### src/rtl/common_pkg.sv
// common: types and widths shared by the memory arbiter and its selector.
package common;
    localparam int MEM_ADDR_W = 32;
    localparam int MEM_DATA_W = 32;
    localparam int MEM_BE_W = MEM_DATA_W / 8;
    typedef enum logic [1:0] {NONE, IF, D} arb_owner_t;
    typedef enum logic {IDLE, WAIT} arb_state_t;
    typedef struct packed {
        logic en;
        logic we;
        logic [MEM_BE_W-1:0] be;
        logic [MEM_ADDR_W-1:0] addr;
        logic [MEM_DATA_W-1:0] wdata;
    } mem_req_t;
endpackage

### src/rtl/mem_arbiter_select.sv
// arb_select: picks fetch or data for an open memory slot, data first unless fetch is starving.
module arb_select (
    input  logic if_req,
    input  logic d_req,
    input  logic starve,
    input  logic slot_open,
    output logic grant_if,
    output logic grant_d
);
    assign grant_if = slot_open & if_req & (starve | ~d_req);
    assign grant_d = slot_open & d_req & ~(if_req & starve);
endmodule

### src/rtl/mem_arbiter.sv
// mem_arbiter: shares one fixed-latency memory between fetch and data with one
// transaction in flight, data priority and a fetch starvation guard.
module mem_arbiter
    import common::*;
#(
    parameter int ADDR_W = 32,
    parameter int DATA_W = 32,
    parameter int LATENCY = 2,
    parameter int MAX_WAIT = 4
) (
    input  logic clk,
    input  logic reset,
    input  logic if_req,
    input  logic [ADDR_W-1:0] if_addr,
    input  logic if_flush,
    output logic if_gnt,
    output logic if_rvalid,
    output logic [DATA_W-1:0] if_rdata,
    input  logic d_req,
    input  logic d_we,
    input  logic [DATA_W/8-1:0] d_be,
    input  logic [ADDR_W-1:0] d_addr,
    input  logic [DATA_W-1:0] d_wdata,
    output logic d_gnt,
    output logic d_rvalid,
    output logic [DATA_W-1:0] d_rdata,
    output logic mem_en,
    output logic mem_we,
    output logic [DATA_W/8-1:0] mem_be,
    output logic [ADDR_W-1:0] mem_addr,
    output logic [DATA_W-1:0] mem_wdata,
    input  logic [DATA_W-1:0] mem_rdata,
    output logic busy
);
    localparam int LW = LATENCY > 1 ? $clog2(LATENCY) : 1;
    localparam int WW = $clog2(MAX_WAIT + 1);

    arb_state_t state_q, state_d;
    arb_owner_t owner_q, owner_d;
    logic [LW-1:0] lat_cnt_q, lat_cnt_d;
    logic [WW-1:0] wait_cnt_q, wait_cnt_d;
    logic killed_q, killed_d;
    logic slot_open, resp, grant_if, grant_d;
    mem_req_t req;

    // Reset masks the slot and the response so nothing issues or completes while it is held.
    assign slot_open = ~reset & ((state_q == IDLE) | (lat_cnt_q == '0));
    assign resp = ~reset & (state_q == WAIT) & (lat_cnt_q == '0);

    arb_select u_sel (
        .if_req(if_req),
        .d_req(d_req),
        .starve(wait_cnt_q == WW'(MAX_WAIT)),
        .slot_open(slot_open),
        .grant_if(grant_if),
        .grant_d(grant_d)
    );

    assign if_gnt = grant_if;
    assign d_gnt = grant_d;
    assign if_rvalid = resp & (owner_q == IF) & ~killed_q & ~if_flush;
    assign d_rvalid = resp & (owner_q == D);
    assign if_rdata = mem_rdata;
    assign d_rdata = mem_rdata;
    assign busy = ~reset & (state_q == WAIT);

    always_comb begin
        req = '0;
        if (grant_if) begin
            req.en = 1'b1;
            req.be = '1;
            req.addr = MEM_ADDR_W'(if_addr);
        end else if (grant_d) begin
            req.en = 1'b1;
            req.we = d_we;
            req.be = MEM_BE_W'(d_be);
            req.addr = MEM_ADDR_W'(d_addr);
            req.wdata = MEM_DATA_W'(d_wdata);
        end
    end

    assign mem_en = req.en;
    assign mem_we = req.we;
    assign mem_be = req.be[DATA_W/8-1:0];
    assign mem_addr = req.addr[ADDR_W-1:0];
    assign mem_wdata = req.wdata[DATA_W-1:0];

    always_comb begin
        state_d = state_q;
        owner_d = owner_q;
        lat_cnt_d = lat_cnt_q;
        killed_d = killed_q;
        wait_cnt_d = wait_cnt_q;
        if (grant_if | grant_d) begin
            state_d = WAIT;
            owner_d = grant_if ? IF : D;
            lat_cnt_d = LW'(LATENCY - 1);
            killed_d = 1'b0;
        end else if (resp) begin
            state_d = IDLE;
            owner_d = NONE;
            killed_d = 1'b0;
        end else if (state_q == WAIT) begin
            lat_cnt_d = lat_cnt_q - 1'b1;
            killed_d = killed_q | ((owner_q == IF) & if_flush);
        end
        if (slot_open)
            wait_cnt_d = (if_req & grant_d) ? ((wait_cnt_q == WW'(MAX_WAIT)) ? wait_cnt_q : wait_cnt_q + 1'b1)
                       : (grant_if | ~if_req) ? '0 : wait_cnt_q;
    end

    always_ff @(posedge clk) begin
        if (reset) begin
            state_q <= IDLE;
            owner_q <= NONE;
            lat_cnt_q <= '0;
            wait_cnt_q <= '0;
            killed_q <= 1'b0;
        end else begin
            state_q <= state_d;
            owner_q <= owner_d;
            lat_cnt_q <= lat_cnt_d;
            wait_cnt_q <= wait_cnt_d;
            killed_q <= killed_d;
        end
    end
endmodule

### config.mk
export PLATFORM = sky130hd
export DESIGN_NAME = mem_arbiter
export DESIGN_NICKNAME = d
export VERILOG_FILES = /design/src/rtl/common_pkg.sv /design/src/rtl/mem_arbiter_select.sv /design/src/rtl/mem_arbiter.sv
export SDC_FILE = /design/constraint.sdc
export NUM_CORES = 1
export LEC_CHECK = 0
export CAP_MARGIN = 10
export CORE_AREA = 2 2 108 110
export CTS_CLUSTER_SIZE = 20
export DETAILED_ROUTE_END_ITERATION = 8
export DIE_AREA = 0 0 110 112
export SYNTH_ARGS = -nofsm -noshare
export SYNTH_HDL_FRONTEND = slang
export SYNTH_SLANG_ARGS = --single-unit
### constraint.sdc
create_clock -name clk -period 2.29 [get_ports clk]
set_clock_uncertainty 0.1 [all_clocks]
set_input_delay 0.687 -clock clk [delete_from_list [all_inputs] [get_ports clk]]
set_output_delay 0.687 -clock clk [all_outputs]
set_load 0.02 [all_outputs]
==> impl_metrics.ini, run 1 <==
[min_path]
hold_end = owner_q[1]
hold-path-cell-count = 2
hp-start = owner_q[1]
hold_class = reg -> reg

[critical_path]
arrival_ns = 1.86
cp_max_fo = 8
critical_path.cell_chain = buf_6, a21o_4, nor3_4, buf_6, buf_12, buf_16, buf_6, and2_4, buf_6
worst_path_most_repeated_cell = buf_6
cp_slowest_stage_delay_ns = 0.19
critical_path_class = in -> out
cp.buffers_inverters = 6
worst_setup_path_start_kind = input pin
r2r_slack_ns = 0.68
required_ns = 1.50
r2r_cells = 7
crit_slowest_cell = a21o_4
cp_top_family = buffers and inverters
worstReg2RegStart = wait_cnt_q[0]
r2r_end = owner_q[1]
endpoint_kind = output pin

[cts]
path_clk_slew_ns = 0.04
cts_buffers = 3
insertion_delay_ns = 0.23
clockRootBuffer = clkbuf_16
cts_tree = built
cts_max_level = 1
cts_max_path_buffers = 2
cts_sinks = 8

[job]
cap_violations = 0

[timing]
min_period_ns = 2.64
slew_headroom = 0.687
hold_violations = 0
tightest_slew_ns = 0.465
min_period_over_period = 1.15
setup_ws_ns = -0.352
fmax_mhz = 378
rsz0062_at_grt = yes
maxSlewViolCount = 0
setup_viol = 73

[synth]
synth_nets = 425
netlist_area_um2 = 1820
synth.distinct_cells = 32
avgSynthCellArea_um2 = 6.39
yosysWarnings = 0
synth-async-reset-ratio = 0
ys_seq_area_frac = 0.0880
ys_seq_elements = 8
netlist_instances = 285
synthFlopType = dfxtp_1
synth_edf_count = 0

[pwr]
p_per_area_nw_per_um2 = 273
clkPwrFrac = 0.201
combPwrFrac = 0.694
p_int_uw = 967
switching_share = 0.341
p_total_uw = 1470
pwr-share-seq = 0.105
netSwitchingPower_uw = 501
ir_drop_mv = 0.323
p_leak_uw = 0.00209

[die]
die_y_um = 112
num_io_pins = 277
row_count = 39
dieArea_um2 = 12300
start_util = 0.163
fp.coreArea_um2 = 11200
die-width_um = 110

[final_layout]
multiInputGateArea_um2 = 1950
drive_gt1_frac = 0.622
n_fill_cell = 1024
nNetsFinal = 607
area_growth_pct = 196
final_util = 0.482
diodes = 0
fin_cells = 608
regArea_um2 = 163

[grt]
grt_pass1_wl_mm = 14.9
grt_pass1_vias = 2753
antenna_found_initial = 0
grt_overflow = 0
grt_use_total = 0.154
grt_max_degree = 24

[place]
hpwl_mm = 6.40
dp.cells = 541
portBuffers = 180
gp_congestion = 0.761

[routing]
via_per_inst = 4.35
ant_nets = 0
route.detailed.drc = 0
wire_per_inst_um = 16.6
drt_first_iter_violations = 86
vias = 2647
drt-total-wl_mm = 10.1
first_pass_iters = 4

[status]
violations = setup timing
status = finished with violations
## tightest hold or removal path, cell delays in order (launching register included)
cell     delay, ns
dfxtp_1       0.33
nand2_1       0.07
a21oi_1       0.05
## cell type report
| type | instances | area share |
|---|---|---|
| clock buffer | 3 | 0.0139 |
| sequential | 8 | 0.0302 |
| multi-input combinational | 184 | 0.361 |
| timing repair buffer | 267 | 0.559 |
| tap | 143 | 0.0332 |
| inverter | 3 | 0.00209 |
## cell usage in the layout, fill, tap and decap left out, types with 2 or more instances in the layout
master | synthesis | final
nand3_2 | 0 | 7
buf_16 | 0 | 7
dfxtp_2 | 0 | 2
nor2b_1 | 3 | 2
nand3_4 | 0 | 27
nand4_1 | 3 | 3
nor2_4 | 0 | 2
nor3_1 | 2 | 2
buf_6 | 4 | 88
clkdlybuf4s50_1 | 0 | 101
a21oi_1 | 41 | 5
a21oi_2 | 0 | 5
buf_8 | 0 | 9
buf_4 | 65 | 43
buf_12 | 0 | 16
nor2_1 | 5 | 3
o22ai_1 | 2 | 2
nand3_1 | 65 | 31
clkbuf_16 | 0 | 4
dfxtp_1 | 8 | 6
inv_2 | 0 | 3
nand2b_1 | 3 | 2
and2_4 | 0 | 33
nand2_1 | 11 | 10
a21oi_4 | 0 | 31
## metrics by stage
| step | setup TNS [ns] | hold WS, ns | cell area (um^2) | setup slack (ns) |
|---|---|---|---|---|
| floorplan | -4.04 | 0.346 | 2730 | -0.0911 |
| finish | -16.32 | 0.408 | 5390 | -0.352 |
| global route | -18.86 | 0.449 | 5390 | -0.388 |
| CTS | -16.29 | 0.408 | 5150 | -0.353 |
| detailed placement | -67.37 | 0.405 | 4230 | -0.970 |
| global placement | -67.32 | 0.385 | 4230 | -0.976 |
## kinds of logic after synthesis
logic type / after synthesis / share of synthesized area
AND/OR/NAND/NOR: 132 / 0.395
buffers and inverters: 93 / 0.348
adder cells (fa/ha/maj): 2 / 0.0137
flip-flops: 8 / 0.0880
AO/OA/AOI/OAI: 50 / 0.155
## per-layer routing
layer / global-route usage / share of wire
met5: 0 / 0
met4: 0.0489 / 0.021
met3: 0.0187 / 0.055
met2: 0.270 / 0.52
met1: 0.193 / 0.41
## timing repair
item	in CTS	in global routing
buffers inserted	35	26
resized for setup	508	24
cloned	8	1
pin swaps	21	14
endpoints found under the setup margin	75	75
hold buffers	0	0
## power by group through the flow
| stage | Sequential (uW) | Clock, uW | Combinational, uW |
|---|---|---|---|
| 4_1_cts | 154 | 305 | 965 |
| 3_5_place_dp | 155 | 0 | 768 |
| 3_3_place_gp | 155 | 0 | 762 |
| 5_1_grt | 155 | 311 | 1070 |
| 6_report | 154 | 295 | 1020 |
| 2_1_floorplan | 156 | 0 | 563 |
## sequential cells by signal, summed over array words and instances, names as in the netlist
name / count
killed_q: 1
wait_cnt_q: 3
state_q: 1
owner_q: 2
lat_cnt_q: 1
## cells in the mapped netlist (2+ instances only)
cell,instances,area [um^2]
o22ai_1,2,12.5
nor3_1,2,10.0
inv_1,3,11.3
nor2b_1,3,18.8
ha_1,2,25.0
nand4_1,3,18.8
buf_4,65,488
buf_1,3,11.3
buf_6,4,45.0
nand3_1,65,325
dfxtp_1,8,160
a21oi_1,41,205
nand2_1,11,41.3
buf_2,8,40.0
clkbuf_1,10,37.5
and2_1,33,206
nor2_1,5,18.8
nand2b_1,3,18.8
## worst max path at each step
stage                 from       endpoint  slack, ns  cells past startpoint
global placement     reset   mem_wdata[3]      -0.98                      6
CTS                 if_req   mem_wdata[5]      -0.35                      9
finish               reset   mem_wdata[7]      -0.35                      9
global route         reset  mem_wdata[26]      -0.39                      9
floorplan           if_req  mem_wdata[10]      -0.09                      5
detailed placement   reset   mem_wdata[3]      -0.97                      6
No activity file was read; power rests on OpenSTA's default activity.
==> run 2, diff against run 1 <==
--- a/config.mk
+++ b/config.mk
@@ -5,11 +5,13 @@
 export SDC_FILE = /design/constraint.sdc
 export NUM_CORES = 1
 export LEC_CHECK = 0
+export ABC_AREA = 1
 export CAP_MARGIN = 10
-export CORE_AREA = 2 2 108 110
+export CORE_AREA = 2 2 106 108
+export CTS_BUF_LIST = sky130_fd_sc_hd__clkbuf_8 sky130_fd_sc_hd__clkbuf_16
 export CTS_CLUSTER_SIZE = 20
 export DETAILED_ROUTE_END_ITERATION = 8
-export DIE_AREA = 0 0 110 112
+export DIE_AREA = 0 0 108 110
 export SYNTH_ARGS = -nofsm -noshare
 export SYNTH_HDL_FRONTEND = slang
 export SYNTH_SLANG_ARGS = --single-unit
==> run 2 against run 1 <==
Effect of this change: the flow still finishes with violations (setup timing); synthesized cell count increased by 9.1%; first-iteration DRC count fell by 38%; synthesized area is 3.7% lower; critical path depth is the same; core utilization shrank 8.5 points; via count fell by 13%; sequential share of layout area is 0.78 points higher; cell count down 1.5%.
==> impl_metrics.ini, run 2 <==
[status]
status = finished with violations
violations = setup timing

[synth]
synthFlopType = dfxtp_1
synth.most_common_cell = nand2_1
yosysWarnings = 0
netlist_area_um2 = 1750
synthTopCellsByArea = buf_4 (29%), nand2_1 (26%), inv_1 (9.2%)
ys_seq_elements = 8
ys_seq_area_frac = 0.0914
synth.top_cells.by_count = nand2_1 (121), buf_4 (68), inv_1 (43), nor2_1 (33)
synth.distinct_cells = 23
synth_nets = 451
synth_top_area_cell = buf_4
synth.top_cell.area_share = 0.291
synth-async-reset-ratio = 0
avgSynthCellArea_um2 = 5.64
synth_edf_count = 0
netlist_instances = 311

[routing]
via_per_inst = 3.85
route.detailed.drc = 0
drt_first_iter_violations = 53
wire_per_inst_um = 15.4
ant_nets = 0
first_pass_iters = 4
vias = 2304
drt-total-wl_mm = 9.25

[pwr]
ir_drop_mv = 0.281
combPwrFrac = 0.699
p_int_uw = 700
netSwitchingPower_uw = 419
switching_share = 0.374
p_leak_uw = 0.00210
clkPwrFrac = 0.164
pwr-share-seq = 0.137
p_total_uw = 1120
p_per_area_nw_per_um2 = 264

[cts]
cts_max_path_buffers = 2
insertion_delay_ns = 0.24
cts_max_level = 1
cts_hold_buf = 0
cts_sinks = 8
clockRootBuffer = clkbuf_8
cts_tree = built
path_clk_slew_ns = 0.04
cts_buffers = 3

[grt]
grt.met1_usage = 0.142
grt_use_total = 0.138
use_met3 = 0.0300
grt_overflow = 0
grt_pass1_vias = 2301
antenna_found_initial = 0
grtUsageMet2 = 0.284
grt_pass1_wl_mm = 12.6
top_usage_layer = met2
grt_max_degree = 21

[timing]
tightest_slew_ns = 0.249
hold_violations = 0
slew_headroom = 0.834
setup_viol = 72
fmax_mhz = 402
rsz0062_at_grt = yes
whs_ns = 0.485
setup_ws_ns = -0.195
min_period_ns = 2.48
min_period_over_period = 1.08
maxSlewViolCount = 0

[critical_path]
r2r_slack_ns = 0.54
cp_max_fo = 7
required_ns = 1.50
worst_setup_path_start_kind = input pin
worstReg2RegStart = wait_cnt_q[0]
critical_path_class = in -> out
endpoint_kind = output pin
r2r_cells = 12
arrival_ns = 1.70
r2r_end = lat_cnt_q

[die]
dieArea_um2 = 11900
num_io_pins = 277
fp.coreArea_um2 = 10700
die-width_um = 108
start_util = 0.164
die_y_um = 110
row_count = 38

[final_layout]
n_fill_cell = 1073
multiInputGateArea_um2 = 1230
final_util = 0.397
top_register = wait_cnt_q
drive_gt1_frac = 0.492
largest_reg_flops = 3
final_cell_mix = clkdlybuf4s50_1 (102), buf_6 (65), nand2_1 (54)
final_common_cell = clkdlybuf4s50_1
regArea_um2 = 161
largestRegisters = wait_cnt_q (3), owner_q (2)
nNetsFinal = 601
diodes = 0
area_growth_pct = 142

[min_path]
hold_end = wait_cnt_q[0]
hp-start = wait_cnt_q[0]
hold-path-cell-count = 3
hold_class = reg -> reg

[job]
cap_violations = 0

[place]
portBuffers = 180
dp_worst_setup_slack_ns = -1.01
gp_congestion = 0.873
hpwl_mm = 6.33
[run 2: changes by cell type after synthesis, sizes merged, moves of 2 or more]
cell / change
nand2: +110
nand3: -59
inv: +42
a21oi: -38
nor2: +36
and2: -34
clkbuf: -10
buf: -4
nand2b: -3
nor2b: -3
o21ai: +2
o22ai: -2
[run 2: area by class of cell]
class	instances	area share
clock buffers	3	0.00973
repair buffers	221	0.579
flip-flops and latches	8	0.0380
inverters	45	0.0427
multi-input cells	182	0.290
well taps	140	0.0413
[run 2: per-layer routing]
layer / wire length [um] / up-vias
met1: 3110 / 1030
met4: 106 / 0
met2: 5290 / 119
met5: 0 / -
li1: - / 1142
met3: 748 / 13
[run 2: timing repair]
action,CTS,global route
gates cloned,9,2
resized for setup,547,20
pin swaps,27,0
setup endpoints to repair,75,75
setup buffers,15,1
hold endpoints to repair,0,0
[run 2: worst max-delay path, cell delays in order]
cell and delay [ns]:
buf_6 0.10, a21oi_4 0.17, nand3_4 0.13, inv_6 0.09
buf_12 0.12, buf_16 0.14, nand2_2 0.05, nand2_2 0.08
buf_6 0.12
[run 2: power groups by stage]
stage / Clock, uW / Sequential [uW] / Combinational, uW
final: 184 / 153 / 782
after global routing: 192 / 153 / 829
after CTS: 182 / 153 / 767
after detailed placement: 0 / 155 / 592
after global placement: 0 / 155 / 588
after floorplan: 0 / 155 / 396
[run 2: cell families after synthesis]
group | share of synthesized area
xor+xnor | 0.00500
flops | 0.0914
fa+ha+maj | 0.0143
simple gates | 0.421
compound gates | 0.0300
buf+inv | 0.438
[run 2: how the worst max path moves through the flow]
stage / start / to / slack [ns]
after global placement: if_req / mem_addr[2] / -0.99
after CTS: reset / mem_addr[11] / -0.20
after detailed placement: if_req / mem_addr[16] / -1.01
final: reset / mem_addr[5] / -0.19
after global routing: reset / mem_addr[11] / -0.26
after floorplan: reset / mem_wdata[0] / -0.009
[run 2: per-stage QoR]
step | area [um^2] | TNS [ns] | instances
6_report | 4240 | -10.39 | 599
5_1_grt | 4240 | -14.15 | 599
4_1_cts | 4150 | -10.67 | 597
3_5_place_dp | 3340 | -69.89 | 572
3_3_place_gp | 3340 | -68.37 | 572
2_1_floorplan | 1800 | -0.173 | 311
==> run 3, diff against run 2 <==
--- a/config.mk
+++ b/config.mk
@@ -6,7 +6,7 @@
 export NUM_CORES = 1
 export LEC_CHECK = 0
 export ABC_AREA = 1
-export CAP_MARGIN = 10
+export CAP_MARGIN = 25
 export CORE_AREA = 2 2 106 108
 export CTS_BUF_LIST = sky130_fd_sc_hd__clkbuf_8 sky130_fd_sc_hd__clkbuf_16
 export CTS_CLUSTER_SIZE = 20
==> results of run 3 <==
Same layout as run 2: the final DEF is identical, and so are final timing and power.
